**src/rtl/encoder_8x3_pending_pkg.sv**
```systemverilog
`default_nettype none
// ----------------------------------------------------------------------------
// Module : encoder_pkg
// Brief  : Shared types, default sizes and helpers for the sticky-request
//          priority encoder.
// Rev    : 1.0  initial release
// ----------------------------------------------------------------------------
package encoder_pkg;

  localparam int N_DEF     = 8;
  localparam int IDX_W_DEF = $clog2(N_DEF);

  typedef enum logic {
    ST_IDLE    = 1'b0,
    ST_PRESENT = 1'b1
  } enc_state_t;

  // One-hot mask for an index. The result is 32 bits wide so that any
  // request count up to 32 can truncate it to its own width.
  function automatic logic [31:0] onehot(input logic [31:0] idx);
    return 32'd1 << idx[4:0];
  endfunction

endpackage : encoder_pkg
`default_nettype wire

```
**src/rtl/encoder_8x3_pending_if.sv**
```systemverilog
`default_nettype none
// ----------------------------------------------------------------------------
// Module : encoder_8x3_pending_if
// Brief  : Request lines, valid/ready index output and status for the
//          sticky-request priority encoder.
// Rev    : 1.0  initial release
// ----------------------------------------------------------------------------
interface encoder_8x3_pending_if #(
  parameter int N     = 8,
  parameter int IDX_W = $clog2(N)
);

  logic [N-1:0]     req_in;
  logic             out_ready;
  logic             out_valid;
  logic [IDX_W-1:0] out_idx;
  logic [N-1:0]     pend_o;
  logic             drop_o;

  // Event sources and the consumer: drive requests and ready.
  modport master (
    output req_in,
    output out_ready,
    input  out_valid,
    input  out_idx,
    input  pend_o,
    input  drop_o
  );

  // The encoder itself.
  modport slave (
    input  req_in,
    input  out_ready,
    output out_valid,
    output out_idx,
    output pend_o,
    output drop_o
  );

endinterface : encoder_8x3_pending_if
`default_nettype wire

```
**src/rtl/encoder_8x3_pending_prio.sv**
```systemverilog
`default_nettype none
// ----------------------------------------------------------------------------
// Module : prio_enc_comb
// Brief  : Combinational priority encoder. MSB_FIRST=1 reports the highest
//          set bit, MSB_FIRST=0 the lowest. idx_o is 0 when nothing is set.
// Rev    : 1.0  initial release
// ----------------------------------------------------------------------------
module prio_enc_comb #(
  parameter int N         = 8,
  parameter int IDX_W     = $clog2(N),
  parameter bit MSB_FIRST = 1'b1
) (
  input  wire logic [N-1:0]     vec_i,
  output logic      [IDX_W-1:0] idx_o,
  output logic                  any_o
);

  assign any_o = |vec_i;

  generate
    if (MSB_FIRST) begin : g_msb_first
      // Scan upward; the last set bit seen is the highest one.
      always_comb begin
        idx_o = '0;
        for (int i = 0; i < N; i++) begin
          if (vec_i[i]) idx_o = IDX_W'(i);
        end
      end
    end else begin : g_lsb_first
      // Scan downward; the last set bit seen is the lowest one.
      always_comb begin
        idx_o = '0;
        for (int i = N - 1; i >= 0; i--) begin
          if (vec_i[i]) idx_o = IDX_W'(i);
        end
      end
    end
  endgenerate

endmodule : prio_enc_comb
`default_nettype wire

```
**src/rtl/encoder_8x3_pending.sv**
```systemverilog
`default_nettype none
// ----------------------------------------------------------------------------
// Module : encoder_8x3_pending
// Brief  : Sticky-request priority encoder. Request lines accumulate into a
//          pending vector; one index at a time is presented on a valid/ready
//          handshake and cleared from pending when accepted. A presented
//          index is never preempted. Supports N up to 32.
// Rev    : 1.0  initial release
// ----------------------------------------------------------------------------
module encoder_8x3_pending
  import encoder_pkg::*;
#(
  parameter int N         = N_DEF,
  parameter int IDX_W     = $clog2(N),
  parameter bit MSB_FIRST = 1'b1
) (
  input  wire logic              clk,
  input  wire logic              rst_n,
  encoder_8x3_pending_if.slave   bus
);

  enc_state_t       state_q, state_d;
  logic             out_valid_q, out_valid_d;
  logic [IDX_W-1:0] out_idx_q, out_idx_d;
  logic [N-1:0]     pend_q, pend_d;
  logic             drop_q, drop_d;

  logic             w_hs;
  logic [N-1:0]     w_clr_mask;
  logic [IDX_W-1:0] w_enc_idx;
  logic             w_enc_any;

  // Pending update: clear the accepted bit, then OR in new requests so a
  // re-assertion of the accepted bit in the same cycle keeps it pending.
  always_comb begin
    w_hs       = out_valid_q & bus.out_ready;
    w_clr_mask = w_hs ? N'(onehot(32'(out_idx_q))) : '0;
    pend_d     = (pend_q & ~w_clr_mask) | bus.req_in;
    drop_d     = |(bus.req_in & pend_q & ~w_clr_mask);
  end

  prio_enc_comb #(
    .N         (N),
    .IDX_W     (IDX_W),
    .MSB_FIRST (MSB_FIRST)
  ) u_prio (
    .vec_i (pend_d),
    .idx_o (w_enc_idx),
    .any_o (w_enc_any)
  );

  // Presentation FSM: load a new index when idle or when the current one is
  // accepted; otherwise hold index and valid stable.
  always_comb begin
    state_d     = state_q;
    out_valid_d = out_valid_q;
    out_idx_d   = out_idx_q;
    case (state_q)
      ST_IDLE: begin
        out_valid_d = 1'b0;
        if (w_enc_any) begin
          out_idx_d   = w_enc_idx;
          out_valid_d = 1'b1;
          state_d     = ST_PRESENT;
        end
      end
      ST_PRESENT: begin
        if (w_hs) begin
          if (w_enc_any) begin
            out_idx_d   = w_enc_idx;
            out_valid_d = 1'b1;
          end else begin
            out_valid_d = 1'b0;
            state_d     = ST_IDLE;
          end
        end
      end
      default: begin
        out_valid_d = 1'b0;
        state_d     = ST_IDLE;
      end
    endcase
  end

  // State, pending and output registers; reset discards everything.
  always_ff @(posedge clk or negedge rst_n) begin
    if (!rst_n) begin
      state_q     <= ST_IDLE;
      out_valid_q <= 1'b0;
      out_idx_q   <= '0;
      pend_q      <= '0;
      drop_q      <= 1'b0;
    end else begin
      state_q     <= state_d;
      out_valid_q <= out_valid_d;
      out_idx_q   <= out_idx_d;
      pend_q      <= pend_d;
      drop_q      <= drop_d;
    end
  end

  assign bus.out_valid = out_valid_q;
  assign bus.out_idx   = out_idx_q;
  assign bus.pend_o    = pend_q;
  assign bus.drop_o    = drop_q;

endmodule : encoder_8x3_pending
`default_nettype wire

```
**src/flat_wrapper.sv**
```systemverilog
// flat-port wrapper written by rule: the top's interface ports become plain ports
module encoder_8x3_pending_flat import encoder_pkg::*;
#(
  parameter int N         = N_DEF,
  parameter int IDX_W     = $clog2(N),
  parameter bit MSB_FIRST = 1'b1
)
  (clk, rst_n, bus_req_in, bus_out_ready, bus_out_valid, bus_out_idx, bus_pend_o, bus_drop_o);
  encoder_8x3_pending_if #(.N(N), .IDX_W(IDX_W)) bus_i ();
  input  wire logic clk;
  input  wire logic rst_n;
  input wire logic [$bits(bus_i.req_in)-1:0] bus_req_in;
  input wire logic [$bits(bus_i.out_ready)-1:0] bus_out_ready;
  output wire logic [$bits(bus_i.out_valid)-1:0] bus_out_valid;
  output wire logic [$bits(bus_i.out_idx)-1:0] bus_out_idx;
  output wire logic [$bits(bus_i.pend_o)-1:0] bus_pend_o;
  output wire logic [$bits(bus_i.drop_o)-1:0] bus_drop_o;
  assign bus_i.req_in = bus_req_in;
  assign bus_i.out_ready = bus_out_ready;
  assign bus_out_valid = bus_i.out_valid;
  assign bus_out_idx = bus_i.out_idx;
  assign bus_pend_o = bus_i.pend_o;
  assign bus_drop_o = bus_i.drop_o;
  encoder_8x3_pending #(.N(N), .IDX_W(IDX_W), .MSB_FIRST(MSB_FIRST)) u_core (.clk(clk), .rst_n(rst_n), .bus(bus_i));
endmodule
```
**config.mk**
```make
export PLATFORM = sky130hd
export DESIGN_NAME = encoder_8x3_pending_flat
export DESIGN_NICKNAME = d
export VERILOG_FILES = /design/src/rtl/encoder_8x3_pending_pkg.sv /design/src/rtl/encoder_8x3_pending_if.sv /design/src/rtl/encoder_8x3_pending_prio.sv /design/src/rtl/encoder_8x3_pending.sv /design/src/flat_wrapper.sv
export SDC_FILE = /design/constraint.sdc
export NUM_CORES = 1
export LEC_CHECK = 0
export BUFFER_PORTS_ARGS = -buffer_cell sky130_fd_sc_hd__clkbuf_2
export CAP_MARGIN = 25
export CELL_PAD_IN_SITES_DETAIL_PLACEMENT = 0
export CELL_PAD_IN_SITES_GLOBAL_PLACEMENT = 2
export CORE_MARGIN = 10
export CORE_UTILIZATION = 28
export DETAILED_ROUTE_END_ITERATION = 10
export PLACE_DENSITY_LB_ADDON = 0.1
export RECOVER_POWER = 25
export SYNTH_ARGS = -nofsm -noshare
export SYNTH_HDL_FRONTEND = slang
export SYNTH_HIERARCHICAL = 1
export SYNTH_SLANG_ARGS = --single-unit
export TNS_END_PERCENT = 30
```
**constraint.sdc**
```tcl
create_clock -name clk -period 2.6 [get_ports clk]
set_clock_uncertainty 0.05 [all_clocks]
set_input_delay 0.26 -clock clk [delete_from_list [all_inputs] [get_ports clk]]
set_output_delay 0.26 -clock clk [all_outputs]
set_load 0.01 [all_outputs]
```
Word level (Yosys, flattened, before mapping)
Cells that the tools add are included.
{"block": "word_totals", "register_bits": 14, "input_bits": 11, "output_inout_bits": 13, "word_cells": 32}
{"block": "classes", "n_eq_ne": 1, "n_shift": 1, "n_mux": 16, "n_bitwise": 7, "n_reduce_logical": 2}
{"cell": "$and A8 B8 Y8", "n": 3}
{"cell": "$mux W3", "n": 8}
{"cell": "$reduce_or A8 Y1", "n": 2}
{"cell": "$mux W8", "n": 1}
{"cell": "$not A8 Y8", "n": 1}
{"cell": "$or A8 B8 Y8", "n": 1}
{"cell": "$shl A1 B3 Y8 const A", "n": 1}
{"cell": "$pmux W3 S2", "n": 1}
{"cell": "$mux W1", "n": 4}
{"cell": "$pmux W1 S2", "n": 2}
{"cell": "$ne A2 B2 Y1 const B", "n": 1}
{"cell": "$and A1 B1 Y1", "n": 1}
{"cell": "$not A1 Y1", "n": 1}

Logic depth before layout (Yosys ltp)
Gate-level depths: netlist (run 1).
{"block": "depth", "ltp_word": 15, "depth_mapped": 8, "depth_no_buf": 7}

By module
Netlist (run 1), hierarchy kept.
{"mod": "encoder_8x3_pending", "instances": 1, "cells_each": 60, "area_each_um2": 651.9, "seq_area_each_um2": 350.3}
{"mod": "prio_enc_comb", "instances": 1, "cells_each": 12, "area_each_um2": 66.3, "seq_area_each_um2": 0.0}

Least setup slack after synthesis (run 1)
Ideal clock, no wire load.
{"block": "synth_timing", "kind": "register to register", "start": "reg u_core.out_idx_q[0], in the netlist u_core/bus.out_idx[0]", "end": "reg u_core.out_idx_q[0], in the netlist u_core/bus.out_idx[0]", "setup_time_ns": 0.128, "arrival_time_ns": 1.776, "required_ns": 2.422, "path_slack_ns": 0.647, "path_stages_with_launch": 8, "path_buffers": 0, "period_less_slack_ns": 1.953, "cell_sequence": "dfrtp_1 > and3b_2 > nand3_1 > a21o_1 > nor2_1 > nand4_1 > nand2_1 > mux2_1"}
{"block": "synth_between", "word_cells_on_any_way": 16, "classes_between": "shift (1); mux (11); bitwise (3); reduce/logical (1)"}
{"element": "from (decl)", "line_no": "encoder_8x3_pending.sv:24", "rtl": "logic [IDX_W-1:0] out_idx_q, out_idx_d;"}
{"element": "from (signal assigned)", "line_no": "encoder_8x3_pending.sv:96", "rtl": "out_idx_q <= out_idx_d;"}
{"element": "$shl A1 B3 Y8 *", "line_no": "encoder_8x3_pending_pkg.sv:21", "rtl": "return 32'd1 << idx[4:0];"}
{"element": "$mux W8 *", "line_no": "encoder_8x3_pending.sv:37", "rtl": "w_clr_mask = w_hs ? N'(onehot(32'(out_idx_q))) : '0;"}
{"element": "$not A8 Y8 *", "line_no": "encoder_8x3_pending.sv:38", "rtl": "pend_d = (pend_q & ~w_clr_mask) | bus.req_in;"}
{"element": "$and A8 B8 Y8 *", "line_no": "encoder_8x3_pending.sv:38"}
{"element": "$or A8 B8 Y8 *", "line_no": "encoder_8x3_pending.sv:38"}
{"element": "via u_core.pend_d[6]", "line_no": "encoder_8x3_pending.sv:25", "rtl": "logic [N-1:0] pend_q, pend_d;"}
{"element": "$mux W3 (2 in a row)", "line_no": "encoder_8x3_pending_prio.sv:26", "rtl": "if (vec_i[i]) idx_o = IDX_W'(i);"}
{"element": "$mux W3 *", "line_no": "encoder_8x3_pending.sv:61, encoder_8x3_pending.sv:69"}
{"element": "$mux W3", "line_no": "encoder_8x3_pending.sv:68", "rtl": "if (w_hs) begin"}
{"element": "$pmux W3 S2 *", "line_no": "encoder_8x3_pending.sv:58", "rtl": "case (state_q)"}
Mark *: on every way through the listed nets, which the timed path passes. The rest lies on a longest branch. The select of a mux whose other input is x is not followed.
A chain may end at the register's enable or synchronous reset.

Final worst setup path (run 1)
{"block": "layout_timing", "start": "reg u_core.out_valid_q, in the netlist u_core/bus.out_valid", "end": "reg u_core.out_idx_q[0], in the netlist u_core/bus.out_idx[0]"}
{"block": "layout_between", "word_cells_on_any_way": 17, "classes_between": "eq/ne (1); mux (11); bitwise (4); reduce/logical (1)"}
{"element": "from (decl)", "line_no": "encoder_8x3_pending.sv:23", "rtl": "logic out_valid_q, out_valid_d;"}
{"element": "from (signal assigned)", "line_no": "encoder_8x3_pending.sv:95", "rtl": "out_valid_q <= out_valid_d;"}
{"element": "$and A1 B1 Y1 *", "line_no": "encoder_8x3_pending.sv:36", "rtl": "w_hs = out_valid_q & bus.out_ready;"}
{"element": "$mux W8 *", "line_no": "encoder_8x3_pending.sv:37"}
{"element": "$not A8 Y8 *", "line_no": "encoder_8x3_pending.sv:38"}
{"element": "$and A8 B8 Y8 *", "line_no": "encoder_8x3_pending.sv:38"}
{"element": "$or A8 B8 Y8 *", "line_no": "encoder_8x3_pending.sv:38"}
{"element": "via u_core.pend_d[4]", "line_no": "encoder_8x3_pending.sv:25"}
{"element": "$mux W3 (4 in a row)", "line_no": "encoder_8x3_pending_prio.sv:26"}
{"element": "$mux W3 *", "line_no": "encoder_8x3_pending.sv:61, encoder_8x3_pending.sv:69"}
{"element": "$mux W3", "line_no": "encoder_8x3_pending.sv:68"}
{"element": "$pmux W3 S2 *", "line_no": "encoder_8x3_pending.sv:58"}
Marks and branches as above.

==> results, run 1 <==
- The hold-critical path depth is 2.
- Summed over all cells, the static leakage comes to 0.0003846 µW.
- The net count of the finished layout is 112.
- By area, the combinational part of the netlist is dominated by simple AND/OR/NAND/NOR gates.
- The via count of the first global-routing pass is 670.
- The library cell used most frequently in the layout, excluding fill and tap cells, is clkbuf_2.
- The count of pins over their slew limit was 0.
- CTS built an H-tree with a depth of 1.
- The overall overflow remaining after global route is 0.
- Cells with a size suffix above 1 make up 33.33% of the layout.
- The HPWL after detailed placement is between 1500 and 2000 µm.
- Broken down by cell family, the worst path's largest delay share belongs to simple AND/OR/NAND/NOR gates.
- The post-route clock period utilization is 86.69%.
- Clock latency on the worst-skew pair, taken at its later pin, is around 0.27 ns.
- TritonCTS built the clock tree.
- The critical path is of the reg2reg type.
- The overall die area is 4991 µm².
- Buffers placed on the I/O ports in this run total 23.
- The sequential cell area fraction in the yosys report is about half.
- The standard cell core area is between 2000 and 2500 µm².
- The simple-gate share of the synthesized area is about a quarter.
- The placement row count is 18.
- The average detailed-routed wire length per instance is 15.05 µm.
- In this run the worst hold path is classified as in2reg.
- Summed over all layers, the routed wires come to 1941 µm.
- The clock-pin slew on the worst setup and hold paths is 0.08 ns.
- In this design, the critical path's most frequently occurring cell is nand2_1.
- The area share of the largest cell type after synthesis is 48.78%.
- The horizontal die dimension is 70.65 µm.
- The initial cell density of the core is between 20% and 30%.
- The number of antenna cells inserted is 0.
- Data on the critical path is required at its endpoint by around 2.7 ns.
- Counting every sink on the clock net gives 14.
- The routability congestion estimate from global placement is 0.7596.
- Once detail routing completed, the nets flagged for antenna violations numbered 0.
- For this run, the top clock speed supported by timing is 0.4437 GHz.
- CTS placed an instance of clkbuf_4 at the clock tree root.
- Pin placement for this block handled 24 I/O pins.
- Each instance of the synthesized netlist takes up on average 9.975 µm².
- The critical path goes through nor2b_1, buf_4, nand2_1, a21o_1, nor2_1, nand4_1, nand2_1, mux2_1.
- The worst setup path is launched from a register.
- Sorting the synthesized cells by area gives the leading types as dfrtp_1 (49%), a21o_1 (8.4%), nand2_1 (5.2%).
- Global routing used 7.662% of the available tracks.
- The number of max-cap violations is 0.
- Relative to the synthesized area, the layout overhead comes to 25.61%.
- Together, buffers and inverters on the worst path number 1.
- The filler cells instantiated in the layout total 278.
- The count of final hold-check violations is 0.
- The post-detailed-route DRC marker count is 0.
- After synthesis the netlist holds a flip-flop and latch count of 14.
- The measured slew at the worst slew-check pin is 0.8016 ns.
- Of all nets on the critical path, the largest fanout is 7.
- For the worst flop-to-flop path, the logic depth is 8.
- The number of nets in the synthesized netlist is 83.
- The biggest area consumer among synthesized cells is dfrtp_1.
- After detailed routing, the number of vias per cell comes to between 4 and 5.
- The flow ran to the end, and the final reports show no timing, DRC or antenna violations.
- After synthesis, the share of cell area in mux cells is roughly 4.7%.
- The synthesized netlist devotes 19.69% of its cell area to compound gates.
- The cell with the largest stage delay on the worst path is dfrtp_1.
- The first global-routing pass estimated 3146 µm of wire.
- The worst ir drop on vdd is 0.2452 mV.
- In this run the power density over the cells is 460.4 nW/µm².
- In the layout the commonest cells are clkbuf_2 (22), dfrtp_1 (14), nand2_1 (10).
- Entering global routing, the biggest net connects 15 pins.
- For the final routed database, the setup TNS stands at 0 ns.
- The final design instance area without fill is 902.1 µm².
- The worst slew margin relative to its limit is 46.56%.
- The die is 70.65 µm tall.
- During synthesis, Yosys emitted a total of 6 warnings.
- The netlist area before placement is around 720 µm².
- STA classifies the critical path endpoint as a register.
- The first detailed-routing pass took 4 iterations.
- Once placement finished, the instance area stood at ~870 µm².
- In this run the number of cells on the critical path is 8.
- The via count of the routed design is 619.
- For the worst setup path, the data arrival time is 2.36 ns.
- The count of instances resized after the clock tree is built is 0.
- Synthesis produced a netlist whose cell count is 72.
- In this run, the number of DRC markers left after iteration 0 of detailed routing was 31.
- The final count of negative-setup-slack endpoints is 0.
- The initial antenna violation count came to 0.
- The post-route minimum period is 2.254 ns.
- After Yosys synthesis, XOR and XNOR cells account for 0% of the synthesized area.
- The clock tree buffer depth is 2.
- The largest single stage delay on the critical path is ~0.46 ns.
- The number of clock buffers added by TritonCTS is 3.
- The synthesized netlist contains 24 unique library cells.
- After Yosys synthesis, full adders, half adders and majority gates account for 0% of the synthesized area.
- Setup repair after global routing left no endpoint under its margin.
[cells in the mapped netlist]
cell type  count
dfrtp_1       14
and2_1         1
a21oi_1        6
nand2b_1       1
and3b_2        1
mux2_1         3
nor3b_4        1
o31ai_2        1
and3b_1        1
a21oi_2        2
and3_1         1
a21o_1         8
buf_4          1
inv_1          3
a32oi_1        1
inv_2          1
nand3_1        6
o21ai_1        1
nand4_1        2
nand2_1       10
nor2_1         4
o31ai_1        1
nor4_2         1
nor2b_1        1
[registers in the layout (all words and copies together), names as in the netlist]
name                  cells
u_core/bus.out_valid      1
u_core/bus.pend_o         8
u_core/bus.drop_o         1
u_core/bus.out_idx        3
u_core/state_q            1
[layout make-up]
class                   instances  area (µm²)  area share, %
clock buffers                   3       22.52          2.497
inverters                       4       15.01          1.664
multi-input cells              53       345.3          38.28
flip-flops and latches         14       350.3          38.83
well taps                      30       37.54          4.161
repair buffers                 25       131.4          14.56
[per-stage QoR]
step                      total power, µW  std cells  utilization, %  setup WS [ns]  hold slack (ns)
after global placement              301.9        125           35.47         0.3469           0.1416
final                               415.3        129           36.75         0.3461           0.1509
after global routing                444.0        129           36.75         0.1542           0.1559
after floorplan                     272.1         72               -         0.6468         -0.08559
after detailed placement            301.7        125           35.47         0.3708           0.1478
after CTS                           426.0        129           36.80         0.3461           0.1432
[layer usage]
| layer | track usage [%] | routed length [µm] | vias to the layer above |
|---|---|---|---|
| met3 | 2.789 | 132 | 2 |
| met5 | 0 | 0 | - |
| met4 | 3.226 | 12 | 0 |
| li1 | - | - | 313 |
| met2 | 12.28 | 967 | 13 |
| met1 | 9.011 | 828 | 291 |
[worst register-to-register path: stages (launching register included)]
cell and delay [ns]:
dfrtp_1 0.46, nor2b_1 0.35, buf_4 0.20, nand2_1 0.06
a21o_1 0.22, nor2_1 0.15, nand4_1 0.16, nand2_1 0.16
mux2_1 0.33
[where the power goes]
part	switching (µW)	internal, µW	total [µW]	leakage [µW]
clock	64.9	53.6	118	0.0000138
combinational	35.6	28.3	63.9	0.000244
sequential	8.55	224	233	0.000127
total	109	306	415	0.000385
[repair_timing]
action	4_1_cts	5_1_grt
endpoints found under the hold margin	14	0
setup buffers	0	0
hold buffers	1	0
[kinds of logic (layout without fill, tap and decap cells)]
family	count (synthesis)	after routing
AND/OR/NAND/NOR	30	30
AO/OA/AOI/OAI	20	20
flip-flops	14	14
buffers and inverters	5	32
multiplexers	3	3
[path summary, 6_finish.rpt]
| check | startpoint | end | slack (ns) |
|---|---|---|---|
| min reg2reg | u_core/state_q | u_core/bus.out_valid | 0.42 |
| min in group asynchronous | rst_n | u_core/bus.pend_o[5] | 0.54 |
| min | bus_req_in[0] | u_core/bus.pend_o[0] | 0.15 |
| max in group asynchronous | rst_n | u_core/bus.out_idx[0] | 1.47 |
| max reg2reg | u_core/bus.out_valid | u_core/bus.out_idx[0] | 0.35 |
| max | u_core/bus.out_valid | u_core/bus.out_idx[0] | 0.35 |
No activity file was read; power rests on OpenSTA's default activity.
==> run 2, diff against run 1 <==
--- a/config.mk
+++ b/config.mk
@@ -5,12 +5,13 @@
 export SDC_FILE = /design/constraint.sdc
 export NUM_CORES = 1
 export LEC_CHECK = 0
+export ABC_AREA = 1
 export BUFFER_PORTS_ARGS = -buffer_cell sky130_fd_sc_hd__clkbuf_2
 export CAP_MARGIN = 25
 export CELL_PAD_IN_SITES_DETAIL_PLACEMENT = 0
 export CELL_PAD_IN_SITES_GLOBAL_PLACEMENT = 2
 export CORE_MARGIN = 10
-export CORE_UTILIZATION = 28
+export CORE_UTILIZATION = 26
 export DETAILED_ROUTE_END_ITERATION = 10
 export PLACE_DENSITY_LB_ADDON = 0.1
 export RECOVER_POWER = 25
==> run 2 against run 1 <==
  * Combinational power up 12%
  * Largest power group unchanged
  * Global-route usage up 0.17 points
  * First-iteration DRC count up 52%
  * Critical path type unchanged
  * Power up 12%
  * Cell area up 5.8%
  * Setup slack better by 0.34 ns
==> results, run 2 <==
- The run finished with clean final reports.
- Synthesis instantiated 14 different standard cells from the library.
- Detailed placement finished with a half-perimeter wire length of roughly 1700 µm.
- Yosys mapped a number of flops with a built-in enable equal to 0.
- By area the synthesized netlist is led by dfrtp_1 (46%), nand2_1 (22%), inv_1 (10%).
- The worst path needs 1.917 ns of the cycle, external delays included.
- The synthesized design spends more area on one cell type than any other, namely dfrtp_1.
- The insertion delay of the later-clocked pin in the worst-skew pair is 0.28 ns.
- The count of clock tree sinks is 14.
- The kind of end point of the critical path is a register.
- Setup violations remaining at the end of the flow were counted as 0.
- Setup repair after global routing left no endpoint under its margin.
- The clock tree from TritonCTS is built.
- The global-route wire length before repair is 3332 µm.
- The mean post-synth cell area is 7.129 µm².
- Among the stages of the critical path, the cell type that occurs most often is nand2_1.
- The primary flip-flop cell chosen by synthesis mapping is dfrtp_1.
- The depth of the worst register-to-register path is 11.
- The region available for standard cell placement spans approximately 2800 µm².
- The via count of the routed design is 724.
- The most critical setup path has its endpoint at u_core/bus.out_idx[0].
- The worst setup path is launched from a register.
- The layout filler cell count is 323.
- After routing, the total negative slack on setup checks comes to 0 ns.
- The post-route clock period utilization is 73.73%.
- Measured along the x axis, the die boundary spans 73.92 µm.
- The global-route usage over all layers is 7.828%.
- The post-CTS setup buffer count is 0.
- The kind of path behind the tightest hold check is in2reg.
- The number of storage elements in the synthesis netlist is 14.
- Buffers inserted during clock tree synthesis total 3.
- The number of detailed-routing iterations run before antenna repair is 4.
- At the placement stage, the worst setup path has a slack of ~0.67 ns.
- At the end of routability-driven placement, the weighted congestion stood at 0.7294.
- The count of final hold-check violations is 0.
- The sum of routed wire length over all layers is 2005 µm.
- For this block, the initial DRC count from the detailed router was 47.
- The ratio of routed vias to standard cells is 4.388.
- The initial antenna violation count is 0.
- The number of antenna cells inserted is 0.
- The netlist area before placement is 755.7 µm².
- The worst slew margin relative to its limit is 46.92%.
- The number of nets in the synthesized netlist is 117.
- The initial cell density of the core is 27.40%.
- During synthesis, Yosys emitted a total of 6 warnings.
- The area growth from synthesis to layout is 26.32%.
- In this run the count of I/O pins placed on the die edge is 24.
- In this run the critical register-to-register path is captured at u_core/bus.out_idx[0].
- Data arrives at the worst endpoint at 2.08 ns.
- In this run the critical register-to-register path is launched from u_core/bus.out_valid.
- Measured along the y axis, the die boundary spans roughly 74 µm.
- In this run the biggest area consumer among cell types represents 46.36% of the synthesized area.
- The library cell used most frequently in the layout, excluding fill and tap cells, is nand2_1.
- For this design the static power due to leakage is ~0.00054 µW.
- In this run the tool buffered the top-level ports with 23 buffer cells.
- The fraction of registers with async set or reset after synthesis is 100.0%.
- The final layout contains 146 nets.
- The top fanout value on the critical path is 5.
- The worst ir drop on vdd is ~0.29 mV.
- The top cell types in the final layout, fill and taps aside, are nand2_1 (44), clkbuf_2 (22), inv_1 (21).
- STA puts the critical path data required time at ~2.8 ns.
- The hold-critical path depth is 2.
- The count of nets left with antenna violations once routing finished came out at 0.
- Dividing total power by cell area gives a power density of 485.6 nW/µm².
- The via count of the first global-routing pass came to 728.
- The launch point of the critical path is u_core/bus.out_valid.
- The clock tree buffer depth is 2.
- In the final layout, the share of cells above drive strength 1 is ~22%.
- Walking the worst path, the cells encountered are nand2_1, nor2_4, nand2_1, a21o_2, inv_1, nand2_1, nor3_1, nand3_1, nand2_1, nor2_1, a21oi_1.
- The number of max-cap violations is 0.
- In the final routed layout, each cell accounts on average for between 10 and 15 µm.
- The critical path class is reg2reg.
- Clock-pin slew was measured on the worst setup and hold paths at roughly 0.09 ns.
- The depth of the CTS H-tree is 1.
- On the final layout, the worst hold slack is ~0.15 ns.
- The slowest stage of the critical path belongs to the cell dfrtp_1.
- Setup slack closes at 0.6831 ns.
- The register with the most flip-flops in the layout has 8 of them.
- Registers take 350.3 µm².
- The measured slew at the worst slew-check pin is 0.7962 ns.
- Timing would allow up to 0.5217 GHz.
- The tree is rooted in a clkbuf_4.
- For this run, design rule violations remaining after detail routing come to 0.
- The overall die area is 5463 µm².
- The multi-input gate area in the final layout is 326.6 µm².
- Yosys instantiated no cell more often than nand2_1.
- For this run the aggregate overflow at the end of global routing stands at 0.
- By count the netlist is led by nand2_1 (44), inv_1 (21), dfrtp_1 (14), nor2_1 (7), a21o_1 (4).
- Synthesis handed over a netlist of 106 instances.
- The placement row count is 19.
- The minimum setup slack among reg-to-reg paths is 0.68 ns.
- Sequential elements use 46.36% of the synthesized area.
- The largest net degree at the start of global routing is 15.
- The delay of the slowest cell on the worst path is 0.41 ns.
- The count of pins over their slew limit is 0.
[run 2: layout make-up]
cell class,instances,share of cell area [%]
tap,31,4.063
timing repair buffer,24,12.98
clock buffer,4,3.801
inverter,21,8.257
multi-input combinational,71,34.21
sequential,14,36.70
[run 2: metrics by stage]
step,instances,total power (µW),area [µm²],util (%)
6_report,165,463.6,954.7,34.62
3_3_place_gp,160,310.6,909.6,32.99
5_1_grt,165,503.1,954.7,34.62
4_1_cts,165,476.1,955.9,34.66
2_1_floorplan,106,277.7,755.7,-
3_5_place_dp,160,310.6,909.6,32.99
[run 2: logic make-up after synthesis]
family / Yosys count / synth area share, %
flops: 14 / 46.36
simple gates: 57 / 30.79
buf+inv: 21 / 10.43
compound gates: 14 / 12.42
[run 2: power by group]
| part | switching, µW | internal, µW |
|---|---|---|
| logic | 43.7 | 28.0 |
| clock network | 73.5 | 85.2 |
| registers | 7.96 | 225 |
[run 2: how the worst min path moves through the flow]
stage,start,endpoint,slack (ns)
CTS,bus_req_in[3],u_core/bus.pend_o[3],0.14
finish,bus_req_in[3],u_core/bus.pend_o[3],0.15
global route,bus_req_in[3],u_core/bus.pend_o[3],0.13
detailed placement,rst_n,u_core/bus.pend_o[6],0.15
floorplan,rst_n,u_core/bus.drop_o,-0.09
global placement,rst_n,u_core/bus.pend_o[3],0.15
[run 2: what timing repair did]
action / 4_1_cts / 5_1_grt
endpoints found under the setup margin: 0 / 0
hold buffers: 1 / 0
endpoints found under the hold margin: 14 / 0
gates resized for setup: 0 / 0
[run 2: metal layers]
layer  track usage (%)  vias up  wire length (µm)
met4             1.863        0                12
met3             4.172        2               167
met5                 0        -                 0
met1             8.844      327               872
li1                  -      378                 -
met2             12.69       17               952
[run 2: worst max-delay path, delay by kind of cell (launching register included)]
family / cells / cell delay [ns]
AO/OA/AOI/OAI: 2 / 0.31
buffers and inverters: 1 / 0.07
flip-flops: 1 / 0.41
AND/OR/NAND/NOR: 8 / 1.01
